===== config.mk =====
export PLATFORM = sky130hd
export DESIGN_NAME = axi_rd_arbiter_flat
export DESIGN_NICKNAME = d
export VERILOG_FILES = /design/src/rtl/axi_rd_arbiter_if.sv /design/src/rtl/axi_rd_arbiter.sv /design/src/flat_wrapper.sv
export SDC_FILE = /design/constraint.sdc
export NUM_CORES = 1
export LEC_CHECK = 0
export ABC_CLOCK_PERIOD_IN_PS = 6500
export BUFFER_PORTS_ARGS = -buffer_cell sky130_fd_sc_hd__buf_2
export CORE_AREA = 2 2 82 142
export CTS_BUF_LIST = sky130_fd_sc_hd__clkbuf_2
export DETAILED_ROUTE_END_ITERATION = 10
export DIE_AREA = 0 0 84 144
export GPL_TIMING_DRIVEN = 0
export PLACE_DENSITY = 0.58
export SLEW_MARGIN = 20
export SYNTH_ARGS = -nofsm -noshare
export SYNTH_HDL_FRONTEND = slang
export SYNTH_SLANG_ARGS = --single-unit

===== constraint.sdc =====
create_clock -name clk -period 6.5 [get_ports clk]
set_clock_uncertainty 0.05 [all_clocks]
set_input_delay 0.325 -clock clk [delete_from_list [all_inputs] [get_ports clk]]
set_output_delay 0.325 -clock clk [all_outputs]
set_load 0.02 [all_outputs]

===== src/rtl/axi_rd_arbiter_if.sv =====
// rtl/axi_rd_arbiter_if.sv - AR/R bus bundle between two read masters, the arbiter and DDR
interface axi_rd_arbiter_if #(
    parameter int ADDR_BITS       = 16,
    parameter int TID_WIDTH       = 8,
    parameter int BURST_LEN_WIDTH = 8,
    parameter int DATA_WIDTH      = 8,
    parameter int LOG_MAX_OUT     = 3
);
    // requester-side AR channels
    logic                       s0_ar_valid;
    logic                       s0_ar_ready;
    logic [ADDR_BITS-1:0]       s0_ar_addr;
    logic [BURST_LEN_WIDTH-1:0] s0_ar_len;
    logic [TID_WIDTH-1:0]       s0_ar_id;
    logic                       s1_ar_valid;
    logic                       s1_ar_ready;
    logic [ADDR_BITS-1:0]       s1_ar_addr;
    logic [BURST_LEN_WIDTH-1:0] s1_ar_len;
    logic [TID_WIDTH-1:0]       s1_ar_id;
    // DDR-side AR channel
    logic                       m_ar_valid;
    logic                       m_ar_ready;
    logic [ADDR_BITS-1:0]       m_ar_addr;
    logic [BURST_LEN_WIDTH-1:0] m_ar_len;
    logic [TID_WIDTH:0]         m_ar_id;
    // DDR-side R channel
    logic                       m_r_valid;
    logic                       m_r_ready;
    logic                       m_r_last;
    logic [DATA_WIDTH-1:0]      m_r_data;
    logic [TID_WIDTH:0]         m_r_id;
    // requester-side R channels
    logic                       s0_r_valid;
    logic                       s0_r_ready;
    logic                       s0_r_last;
    logic [DATA_WIDTH-1:0]      s0_r_data;
    logic [TID_WIDTH-1:0]       s0_r_id;
    logic                       s1_r_valid;
    logic                       s1_r_ready;
    logic                       s1_r_last;
    logic [DATA_WIDTH-1:0]      s1_r_data;
    logic [TID_WIDTH-1:0]       s1_r_id;
    // control and status
    logic [LOG_MAX_OUT:0]       outLimit;
    logic                       drain;
    logic                       idle;
    logic                       errorStrb;

    // arbiter view
    modport slave (
        input  s0_ar_valid, s0_ar_addr, s0_ar_len, s0_ar_id,
        input  s1_ar_valid, s1_ar_addr, s1_ar_len, s1_ar_id,
        output s0_ar_ready, s1_ar_ready,
        output m_ar_valid, m_ar_addr, m_ar_len, m_ar_id,
        input  m_ar_ready,
        input  m_r_valid, m_r_last, m_r_data, m_r_id,
        output m_r_ready,
        output s0_r_valid, s0_r_last, s0_r_data, s0_r_id,
        output s1_r_valid, s1_r_last, s1_r_data, s1_r_id,
        input  s0_r_ready, s1_r_ready,
        input  outLimit, drain,
        output idle, errorStrb
    );

    // environment view (requesters, DDR and control all driven from outside the arbiter)
    modport master (
        output s0_ar_valid, s0_ar_addr, s0_ar_len, s0_ar_id,
        output s1_ar_valid, s1_ar_addr, s1_ar_len, s1_ar_id,
        input  s0_ar_ready, s1_ar_ready,
        input  m_ar_valid, m_ar_addr, m_ar_len, m_ar_id,
        output m_ar_ready,
        output m_r_valid, m_r_last, m_r_data, m_r_id,
        input  m_r_ready,
        input  s0_r_valid, s0_r_last, s0_r_data, s0_r_id,
        input  s1_r_valid, s1_r_last, s1_r_data, s1_r_id,
        output s0_r_ready, s1_r_ready,
        output outLimit, drain,
        input  idle, errorStrb
    );
endinterface


===== src/rtl/axi_rd_arbiter.sv =====
// rtl/axi_rd_arbiter.sv - two-master round-robin AXI read arbiter with ID tagging and outstanding limits
module axi_rd_arbiter #(
    parameter int ADDR_BITS       = 16,
    parameter int TID_WIDTH       = 8,
    parameter int BURST_LEN_WIDTH = 8,
    parameter int DATA_WIDTH      = 8,
    parameter int LOG_MAX_OUT     = 3
) (
    input  logic             clk,
    input  logic             resetN,
    axi_rd_arbiter_if.slave  bus
);
    localparam int CNT_W = LOG_MAX_OUT + 1;

    typedef enum logic {
        ARB   = 1'b0,
        ISSUE = 1'b1
    } state_t;

    state_t                     state_q, state_d;
    logic                       rr_q;
    logic [CNT_W-1:0]           cnt0_q, cnt0_d;
    logic [CNT_W-1:0]           cnt1_q, cnt1_d;
    logic [ADDR_BITS-1:0]       addr_q;
    logic [BURST_LEN_WIDTH-1:0] len_q;
    logic [TID_WIDTH:0]         id_q;
    logic                       err_q, err_d;

    logic                       elig0, elig1;
    logic                       grant_vld;
    logic                       grant_sel;
    logic                       r_port;
    logic                       r_ready;
    logic                       r_last_fire;
    logic                       inc0, inc1, dec0, dec1;
    logic [DATA_WIDTH-1:0]      r_data;

    assign elig0 = bus.s0_ar_valid && (cnt0_q < bus.outLimit) && !bus.drain;
    assign elig1 = bus.s1_ar_valid && (cnt1_q < bus.outLimit) && !bus.drain;

    // grant selection: rr_q names the preferred port only when both compete
    always_comb begin
        grant_vld = (state_q == ARB) && (elig0 || elig1);
        grant_sel = (elig0 && elig1) ? rr_q : elig1;
    end

    assign bus.s0_ar_ready = grant_vld && !grant_sel;
    assign bus.s1_ar_ready = grant_vld && grant_sel;

    // state register
    always_ff @(posedge clk or negedge resetN) begin
        if (!resetN) begin
            state_q <= ARB;
        end else begin
            state_q <= state_d;
        end
    end

    // next state: one grant moves to ISSUE, DDR handshake returns to ARB
    always_comb begin
        state_d = state_q;
        case (state_q)
            ARB:     if (grant_vld)      state_d = ISSUE;
            ISSUE:   if (bus.m_ar_ready) state_d = ARB;
            default: state_d = ARB;
        endcase
    end

    // outputs derived from registered state
    always_comb begin
        bus.m_ar_valid = (state_q == ISSUE);
        bus.idle       = (state_q == ARB) && (cnt0_q == '0) && (cnt1_q == '0);
    end

    assign bus.m_ar_addr = addr_q;
    assign bus.m_ar_len  = len_q;
    assign bus.m_ar_id   = id_q;

    // R routing: the tag bit picks the port, and that port's ready throttles DDR directly
    assign r_port      = bus.m_r_id[TID_WIDTH];
    assign r_ready     = r_port ? bus.s1_r_ready : bus.s0_r_ready;
    assign r_last_fire = bus.m_r_valid && r_ready && bus.m_r_last;
    assign r_data      = bus.m_r_data;

    assign bus.m_r_ready  = r_ready;
    assign bus.s0_r_valid = bus.m_r_valid && !r_port;
    assign bus.s1_r_valid = bus.m_r_valid && r_port;
    assign bus.s0_r_last  = bus.m_r_last;
    assign bus.s1_r_last  = bus.m_r_last;
    assign bus.s0_r_data  = r_data;
    assign bus.s1_r_data  = r_data;
    assign bus.s0_r_id    = bus.m_r_id[TID_WIDTH-1:0];
    assign bus.s1_r_id    = bus.m_r_id[TID_WIDTH-1:0];

    assign inc0 = grant_vld && !grant_sel;
    assign inc1 = grant_vld && grant_sel;
    assign dec0 = r_last_fire && !r_port;
    assign dec1 = r_last_fire && r_port;

    // outstanding counters saturate at zero; a last with nothing outstanding flags an error
    always_comb begin
        cnt0_d = cnt0_q;
        cnt1_d = cnt1_q;
        err_d  = err_q;
        if (inc0 && !dec0) begin
            cnt0_d = cnt0_q + CNT_W'(1);
        end else if (dec0 && !inc0 && (cnt0_q != '0)) begin
            cnt0_d = cnt0_q - CNT_W'(1);
        end
        if (inc1 && !dec1) begin
            cnt1_d = cnt1_q + CNT_W'(1);
        end else if (dec1 && !inc1 && (cnt1_q != '0)) begin
            cnt1_d = cnt1_q - CNT_W'(1);
        end
        if ((dec0 && (cnt0_q == '0)) || (dec1 && (cnt1_q == '0))) begin
            err_d = 1'b1;
        end
    end

    // counters, error flag, rr pointer and the AR holding register
    always_ff @(posedge clk or negedge resetN) begin
        if (!resetN) begin
            rr_q   <= 1'b0;
            cnt0_q <= '0;
            cnt1_q <= '0;
            err_q  <= 1'b0;
            addr_q <= '0;
            len_q  <= '0;
            id_q   <= '0;
        end else begin
            cnt0_q <= cnt0_d;
            cnt1_q <= cnt1_d;
            err_q  <= err_d;
            if (grant_vld) begin
                rr_q   <= !grant_sel;
                addr_q <= grant_sel ? bus.s1_ar_addr : bus.s0_ar_addr;
                len_q  <= grant_sel ? bus.s1_ar_len : bus.s0_ar_len;
                id_q   <= {grant_sel, (grant_sel ? bus.s1_ar_id : bus.s0_ar_id)};
            end
        end
    end

    assign bus.errorStrb = err_q;
endmodule

===== src/flat_wrapper.sv =====
// flat-port wrapper written by rule: the top's interface ports become plain ports
module axi_rd_arbiter_flat 
#(
    parameter int ADDR_BITS       = 16,
    parameter int TID_WIDTH       = 8,
    parameter int BURST_LEN_WIDTH = 8,
    parameter int DATA_WIDTH      = 8,
    parameter int LOG_MAX_OUT     = 3
)
  (clk, resetN, bus_s0_ar_valid, bus_s0_ar_addr, bus_s0_ar_len, bus_s0_ar_id, bus_s1_ar_valid, bus_s1_ar_addr, bus_s1_ar_len, bus_s1_ar_id, bus_s0_ar_ready, bus_s1_ar_ready, bus_m_ar_valid, bus_m_ar_addr, bus_m_ar_len, bus_m_ar_id, bus_m_ar_ready, bus_m_r_valid, bus_m_r_last, bus_m_r_data, bus_m_r_id, bus_m_r_ready, bus_s0_r_valid, bus_s0_r_last, bus_s0_r_data, bus_s0_r_id, bus_s1_r_valid, bus_s1_r_last, bus_s1_r_data, bus_s1_r_id, bus_s0_r_ready, bus_s1_r_ready, bus_outLimit, bus_drain, bus_idle, bus_errorStrb);
  axi_rd_arbiter_if #(.ADDR_BITS(ADDR_BITS), .TID_WIDTH(TID_WIDTH), .BURST_LEN_WIDTH(BURST_LEN_WIDTH), .DATA_WIDTH(DATA_WIDTH), .LOG_MAX_OUT(LOG_MAX_OUT)) bus_i ();
  input  logic clk;
  input  logic resetN;
  input wire logic [$bits(bus_i.s0_ar_valid)-1:0] bus_s0_ar_valid;
  input wire logic [$bits(bus_i.s0_ar_addr)-1:0] bus_s0_ar_addr;
  input wire logic [$bits(bus_i.s0_ar_len)-1:0] bus_s0_ar_len;
  input wire logic [$bits(bus_i.s0_ar_id)-1:0] bus_s0_ar_id;
  input wire logic [$bits(bus_i.s1_ar_valid)-1:0] bus_s1_ar_valid;
  input wire logic [$bits(bus_i.s1_ar_addr)-1:0] bus_s1_ar_addr;
  input wire logic [$bits(bus_i.s1_ar_len)-1:0] bus_s1_ar_len;
  input wire logic [$bits(bus_i.s1_ar_id)-1:0] bus_s1_ar_id;
  output wire logic [$bits(bus_i.s0_ar_ready)-1:0] bus_s0_ar_ready;
  output wire logic [$bits(bus_i.s1_ar_ready)-1:0] bus_s1_ar_ready;
  output wire logic [$bits(bus_i.m_ar_valid)-1:0] bus_m_ar_valid;
  output wire logic [$bits(bus_i.m_ar_addr)-1:0] bus_m_ar_addr;
  output wire logic [$bits(bus_i.m_ar_len)-1:0] bus_m_ar_len;
  output wire logic [$bits(bus_i.m_ar_id)-1:0] bus_m_ar_id;
  input wire logic [$bits(bus_i.m_ar_ready)-1:0] bus_m_ar_ready;
  input wire logic [$bits(bus_i.m_r_valid)-1:0] bus_m_r_valid;
  input wire logic [$bits(bus_i.m_r_last)-1:0] bus_m_r_last;
  input wire logic [$bits(bus_i.m_r_data)-1:0] bus_m_r_data;
  input wire logic [$bits(bus_i.m_r_id)-1:0] bus_m_r_id;
  output wire logic [$bits(bus_i.m_r_ready)-1:0] bus_m_r_ready;
  output wire logic [$bits(bus_i.s0_r_valid)-1:0] bus_s0_r_valid;
  output wire logic [$bits(bus_i.s0_r_last)-1:0] bus_s0_r_last;
  output wire logic [$bits(bus_i.s0_r_data)-1:0] bus_s0_r_data;
  output wire logic [$bits(bus_i.s0_r_id)-1:0] bus_s0_r_id;
  output wire logic [$bits(bus_i.s1_r_valid)-1:0] bus_s1_r_valid;
  output wire logic [$bits(bus_i.s1_r_last)-1:0] bus_s1_r_last;
  output wire logic [$bits(bus_i.s1_r_data)-1:0] bus_s1_r_data;
  output wire logic [$bits(bus_i.s1_r_id)-1:0] bus_s1_r_id;
  input wire logic [$bits(bus_i.s0_r_ready)-1:0] bus_s0_r_ready;
  input wire logic [$bits(bus_i.s1_r_ready)-1:0] bus_s1_r_ready;
  input wire logic [$bits(bus_i.outLimit)-1:0] bus_outLimit;
  input wire logic [$bits(bus_i.drain)-1:0] bus_drain;
  output wire logic [$bits(bus_i.idle)-1:0] bus_idle;
  output wire logic [$bits(bus_i.errorStrb)-1:0] bus_errorStrb;
  assign bus_i.s0_ar_valid = bus_s0_ar_valid;
  assign bus_i.s0_ar_addr = bus_s0_ar_addr;
  assign bus_i.s0_ar_len = bus_s0_ar_len;
  assign bus_i.s0_ar_id = bus_s0_ar_id;
  assign bus_i.s1_ar_valid = bus_s1_ar_valid;
  assign bus_i.s1_ar_addr = bus_s1_ar_addr;
  assign bus_i.s1_ar_len = bus_s1_ar_len;
  assign bus_i.s1_ar_id = bus_s1_ar_id;
  assign bus_s0_ar_ready = bus_i.s0_ar_ready;
  assign bus_s1_ar_ready = bus_i.s1_ar_ready;
  assign bus_m_ar_valid = bus_i.m_ar_valid;
  assign bus_m_ar_addr = bus_i.m_ar_addr;
  assign bus_m_ar_len = bus_i.m_ar_len;
  assign bus_m_ar_id = bus_i.m_ar_id;
  assign bus_i.m_ar_ready = bus_m_ar_ready;
  assign bus_i.m_r_valid = bus_m_r_valid;
  assign bus_i.m_r_last = bus_m_r_last;
  assign bus_i.m_r_data = bus_m_r_data;
  assign bus_i.m_r_id = bus_m_r_id;
  assign bus_m_r_ready = bus_i.m_r_ready;
  assign bus_s0_r_valid = bus_i.s0_r_valid;
  assign bus_s0_r_last = bus_i.s0_r_last;
  assign bus_s0_r_data = bus_i.s0_r_data;
  assign bus_s0_r_id = bus_i.s0_r_id;
  assign bus_s1_r_valid = bus_i.s1_r_valid;
  assign bus_s1_r_last = bus_i.s1_r_last;
  assign bus_s1_r_data = bus_i.s1_r_data;
  assign bus_s1_r_id = bus_i.s1_r_id;
  assign bus_i.s0_r_ready = bus_s0_r_ready;
  assign bus_i.s1_r_ready = bus_s1_r_ready;
  assign bus_i.outLimit = bus_outLimit;
  assign bus_i.drain = bus_drain;
  assign bus_idle = bus_i.idle;
  assign bus_errorStrb = bus_i.errorStrb;
  axi_rd_arbiter #(.ADDR_BITS(ADDR_BITS), .TID_WIDTH(TID_WIDTH), .BURST_LEN_WIDTH(BURST_LEN_WIDTH), .DATA_WIDTH(DATA_WIDTH), .LOG_MAX_OUT(LOG_MAX_OUT)) u_core (.clk(clk), .resetN(resetN), .bus(bus_i));
endmodule

Yosys cells after proc, flatten, opt, wreduce, memory -nomap -nowiden
Index checks and enable logic that the tools add are counted.
Operators by class
  add/sub/neg operators: 4
  div/mod/pow operators: 0
  eq/ne operators: 0
  reductions and logical operators: 39
  shifts and indexed selects: 0
  multiplexer cells: 12
  bitwise logic cells: 1
  order comparisons: 2
  multipliers: 0
Operators with widths (count)
  1-bit logical AND: 24
  16-bit 2-to-1 mux: 1
  4-bit 2-to-1 mux: 4
  8-bit 2-to-1 mux: 2
  4-bit by 1-bit adder with 4-bit output, second input constant: 2
  4-bit zero test: 2
  4-bit less-than comparator: 2
  4-bit nonzero test: 2
  4-bit by 1-bit subtractor with 4-bit output, second input constant: 2
  1-bit zero test: 7
  1-bit 2-to-1 mux: 4
  2-bit nonzero test: 2
  1-bit logical OR: 2
  1-bit one-hot mux with 2 select lines: 1
  1-bit inverter: 1
Word-level totals
  ROM bits: 0
  bits in registers: 44
  logic and storage cells: 66
  bits in latches: 0
  memory bits (writable): 0
  memories: 0
  output and inout bits: 75

Longest topological paths before layout
  depth after elaboration: 12
  depth in mapped cells: 14

Least setup slack after synthesis
Ideal clock, no wire load.
  path type: register to register
  from: register u_core.cnt1_q[1]
  to: register u_core.cnt0_q[3]
  slack: 3.330 ns
  data required time: 6.371 ns
  stages on the path, launching flop included: 13
  arrival: 3.041 ns
  cells stage by stage: dfrtp_1 ha_1 a211oi_1 or2_1 a211oi_4 clkbuf_1 nand2_1 ha_1 a21o_1 a21o_1 nand2b_1 mux2i_1 xor2_1
Between the ends
  word-level cells in the longest chain between the ends: 11
  elaborated cells on any way between the ends: 15
  those cells by class: 1 x order compare; 2 x mux; 12 x reduce/logical
Ends and longest elaborated chain
  from (decl): line axi_rd_arbiter.sv:23  | logic [CNT_W-1:0] cnt1_q, cnt1_d;
  from (signal assigned): line axi_rd_arbiter.sv:132  | cnt1_q <= cnt1_d;
  4-bit less-than comparator (*): line axi_rd_arbiter.sv:39  | assign elig1 = bus.s1_ar_valid && (cnt1_q < bus.outLimit) && !bus.drain;
  1-bit logical AND (*) (2 in a row): line axi_rd_arbiter.sv:39
  1-bit logical AND: line axi_rd_arbiter.sv:44  | grant_sel = (elig0 && elig1) ? rr_q : elig1;
  1-bit 2-to-1 mux: line axi_rd_arbiter.sv:44
  1-bit zero test
  1-bit logical AND (*)
  via bus_s0_ar_ready: line flat_wrapper.sv:22  | output wire logic [$bits(bus_i.s0_ar_ready)-1:0] bus_s0_ar_ready;
  1-bit zero test: line axi_rd_arbiter.sv:107  | end else if (dec0 && !inc0 && (cnt0_q != '0)) begin
  1-bit logical AND (2 in a row): line axi_rd_arbiter.sv:107
  2-bit nonzero test (no line)
  to (signal assigned): line axi_rd_arbiter.sv:131  | cnt0_q <= cnt0_d;
  to (decl): line axi_rd_arbiter.sv:22  | logic [CNT_W-1:0] cnt0_q, cnt0_d;
Mark *: on every way through the listed nets, which the timed path passes. The rest lies on a longest branch.
A chain may end at the register's enable or synchronous reset.

Worst setup path in the final report
  from: register u_core.cnt0_q[1]
  to: register u_core.cnt0_q[3]
Between the ends
  word-level cells in the longest chain between the ends: 11
  elaborated cells on any way between the ends: 19
  those cells by class: 2 x add/sub; 1 x order compare; 3 x mux; 13 x reduce/logical
Ends and longest elaborated chain
  4-bit less-than comparator: line axi_rd_arbiter.sv:38  | assign elig0 = bus.s0_ar_valid && (cnt0_q < bus.outLimit) && !bus.drain;
  1-bit logical AND (2 in a row): line axi_rd_arbiter.sv:38
  1-bit logical AND: line axi_rd_arbiter.sv:44
  1-bit 2-to-1 mux: line axi_rd_arbiter.sv:44
  1-bit zero test: line axi_rd_arbiter.sv:95  | assign inc0 = grant_vld && !grant_sel;
  1-bit logical AND: line axi_rd_arbiter.sv:95
  1-bit zero test: line axi_rd_arbiter.sv:107
  1-bit logical AND (2 in a row): line axi_rd_arbiter.sv:107
  2-bit nonzero test (no line)
Parallel ways exist; a longest one is shown, timed or not. The select of a mux whose other input is x is not followed.

==> results by group <==
Setup path
  • Setup Crit Path Kind: register to register
  • CP Capture Type: register
  • CP startpoint kind: register
  • R2R depth: 12
  • Worst Path Buf+Inv: 1
  • Critical Path Fanout Max: 10
  • Critical Path Slowest Stage Cell: a211oi_4
  • Critical Path RT: 6.82 ns
  • Arr. time, crit path: 3.94 ns
  • Worst-path cell chain: ha_1 -> a211oi_2 -> o21ai_2 -> a211oi_4 -> clkbuf_1 -> nand2_1 -> ha_1 -> a21o_1 -> a21o_1 -> nand2b_1 -> mux2i_1 -> xor2_1
  • Max incr delay on CP: 0.59 ns
  • Critical path's top delay family: compound AO/OA/AOI/OAI gates
  • CP Depth: 12

Global routing
  • Vias in the first global route: 2563
  • Largest net degree at the start of global routing: 45
  • First-pass GRT wire length: 11600 µm
  • Initial antenna violation count: 0
  • Total grt overflow: 0
  • GRT Util Overall: 12.0%

Yosys
  • Syn Nets: 335
  • Post-synth EDFFs: 0
  • Largest cells by area after synthesis: dfrtp_1 (45%), a222oi_1 (13%), buf_4 (10%)
  • Sequential share of the synthesized area: 44.9%
  • Post-synthesis register bit count: 44
  • Post-synth top area cell: dfrtp_1
  • Yosys Warn Count: 0
  • Post-Synthesis Cell Area: 0.00245 mm²
  • Distinct cell type count after synthesis: 35
  • Top FF cell, synth: dfrtp_1
  • Share of synthesized registers carrying an async set or reset: 100%
  • Mapped Cells: 228
  • Syn_area_per_cell: 10.8 µm²
  • Synth top area share: 44.9%

Placed design
  • Placed Area: 0.00338 mm²
  • GP Congestion: 0.764
  • PortBufs: 153
  • DPL Wire Length: 5540 µm

CTS
  • Setup Buffers After CTS: 0
  • CTS clock-pin slew for the worst setup and hold paths: 0.24 ns
  • H-tree depth: 2
  • Clk_lat worst skew: 0.42 ns
  • CTS Sinks: 44
  • Clock tree buffer depth: 2
  • CTS buffer count: 5
  • Root Buffer: clkbuf_2
  • CTS tree: yes
  • Cts repair resizes: 0

Worst hold path
  • Worst min path class: primary input to register
  • Hold path depth: 3

Timing
  • Fin Setup TNS: 0 ns
  • Post-layout min period: 3.61 ns
  • Fin. Hold Viols: 0
  • Share of the cycle needed by the critical path after routing: 55.6%
  • RSZ-0062 raised after global routing: no
  • Slew margin rel.: 57.5%
  • Max frequency: 277 MHz
  • Slew Viols, Final: 0
  • Slew @ Worst Pin: 0.635 ns
  • Final setup violation count: 0
  • WHS: 0.0544 ns

Power and ir drop
  • Static Leakage: 2.08 nW
  • Maximum vdd drop: 169 µV
  • Pwr/cell area: 372 mW/mm²

Floorplan
  • Placement Rows: 51
  • Die area: 0.0121 mm²
  • Initial Util: 22.2%
  • Core Area: 0.0110 mm²
  • Die width: 84 µm
  • I/O pin cnt: 170
  • Die H: 144 µm

Routing
  • Post-DR wirelength/cell: 13.4 µm
  • Vias per cell: 4.53
  • DRT Wirelength: 7470 µm
  • Pre-antenna DRT Iters: 5
  • Initial drt markers: 189
  • DRC: 0
  • Routed Antenna Nets: 0
  • Via count: 2519

Final layout
  • Share of layout cells above drive strength 1: 47.9%
  • Synth-to-Final Area Change: 55.1%
  • # fillers: 1113
  • Post-layout nets: 530
  • Fin area: 0.00380 mm²
  • Antenna diodes: 0

Run status
  • Status: complete, no violations

Run
  • Max_cap viols: 0
## where the power goes
group / switching, mW / internal [mW] / leakage (nW)
registers: 0.0991 / 0.405 / 0.542
logic: 0.416 / 0.334 / 1.50
clock network: 0.0963 / 0.0646 / 0.0406
total: 0.611 / 0.804 / 2.08
## Yosys cell counts (2+ instances only)
cell type  number
dfrtp_1        44
a222oi_1       32
buf_4          34
xnor2_1         3
nor2_1          4
xor2_1          3
nor2b_1         2
ha_1           10
a21o_1          6
mux2i_1         3
fa_1            2
or4_1           2
clkbuf_1        9
nand2b_1        3
nand2_1         6
o21ai_0         6
inv_1          37
mux2_2          4
nor3b_1         2
## per-layer routing
layer / up-vias / track usage, % / wire length, µm
met5: - / 0 / 0
met4: 0 / 4.07 / 109
met3: 7 / 2.23 / 646
met2: 162 / 23.2 / 3890
met1: 1173 / 12.9 / 2820
li1: 1177 / - / -
## cell families after synthesis
logic type | Yosys count | share of synthesized area, %
adders and majority gates | 12 | 6.74
and+or+nand+nor | 26 | 5.92
DFF | 44 | 44.9
buffers and inverters | 82 | 17.8
xor gates and xnor gates | 6 | 2.14
muxes | 8 | 3.68
AOI/OAI and AO/OA | 50 | 18.8
## sequential cells by signal, indices dropped and copies added (netlist names)
register               count
u_core.bus.errorStrb       1
u_core.bus.m_ar_addr      16
u_core.bus.m_ar_id         9
u_core.bus.m_ar_len        8
u_core.bus.m_ar_valid      1
u_core.cnt0_q              4
u_core.cnt1_q              4
u_core.rr_q                1
## path summary, 6_finish.rpt
kind	startpoint	to	slack [ns]
worst min-delay path	bus_s1_ar_len[5]	u_core.bus.m_ar_len[5]	0.05
worst max register to register	u_core.cnt0_q[1]	u_core.cnt0_q[3]	2.89
max in group asynchronous	resetN	u_core.bus.m_ar_id[1]	5.65
worst min register to register	u_core.bus.m_ar_id[8]	u_core.bus.m_ar_id[8]	0.46
worst max-delay path	u_core.cnt0_q[1]	u_core.cnt0_q[3]	2.89
min in group asynchronous	resetN	u_core.bus.m_ar_len[3]	0.34
## worst min-delay path, stage by stage
cell      delay (ns)
buf_2           0.08
a222oi_1        0.06
inv_1           0.06
## final cells by class
class                      count  area [µm²]  area share, %
clock inverter                 3        42.5           1.12
timing repair buffer         188        1120           29.4
inverter                      37         139           3.65
clock buffer                   5        25.0          0.658
tap                          132         165           4.34
multi-input combinational    102         913           24.0
buffer                        45         298           7.83
sequential                    44        1100           29.0
## cell usage in the layout, fill, tap and decap left out, drive strengths merged, types with 3 or more instances in the layout
cell         synthesis  layout
nand2                6       6
mux2                 5       5
inv                 37      37
a222oi              32      32
nand2b               3       3
nor2                 4       4
buf                 36     189
clkbuf               9      14
xnor2                3       3
dfrtp               44      44
a21o                 6       6
ha                  10      10
xor2                 3       3
dlygate4sd3          0      35
o21ai                7       7
a211oi               3       3
mux2i                3       3
## per-stage QoR
step	utilization, %	total power [mW]	instances	setup WS (ns)
floorplan	-	0.992	228	3.33
global placement	30.6	1.21	513	2.91
detailed placement	30.6	1.24	513	2.82
CTS	34.1	1.43	552	2.79
global route	34.4	1.54	556	2.54
finish	34.4	1.41	556	2.89
## repair_timing
action | 4_1_cts | 5_1_grt
hold buffers | 31 | 4
hold endpoints to repair | 61 | 4
setup endpoints to repair | 0 | 0
Power figures use the tool's default switching activity.
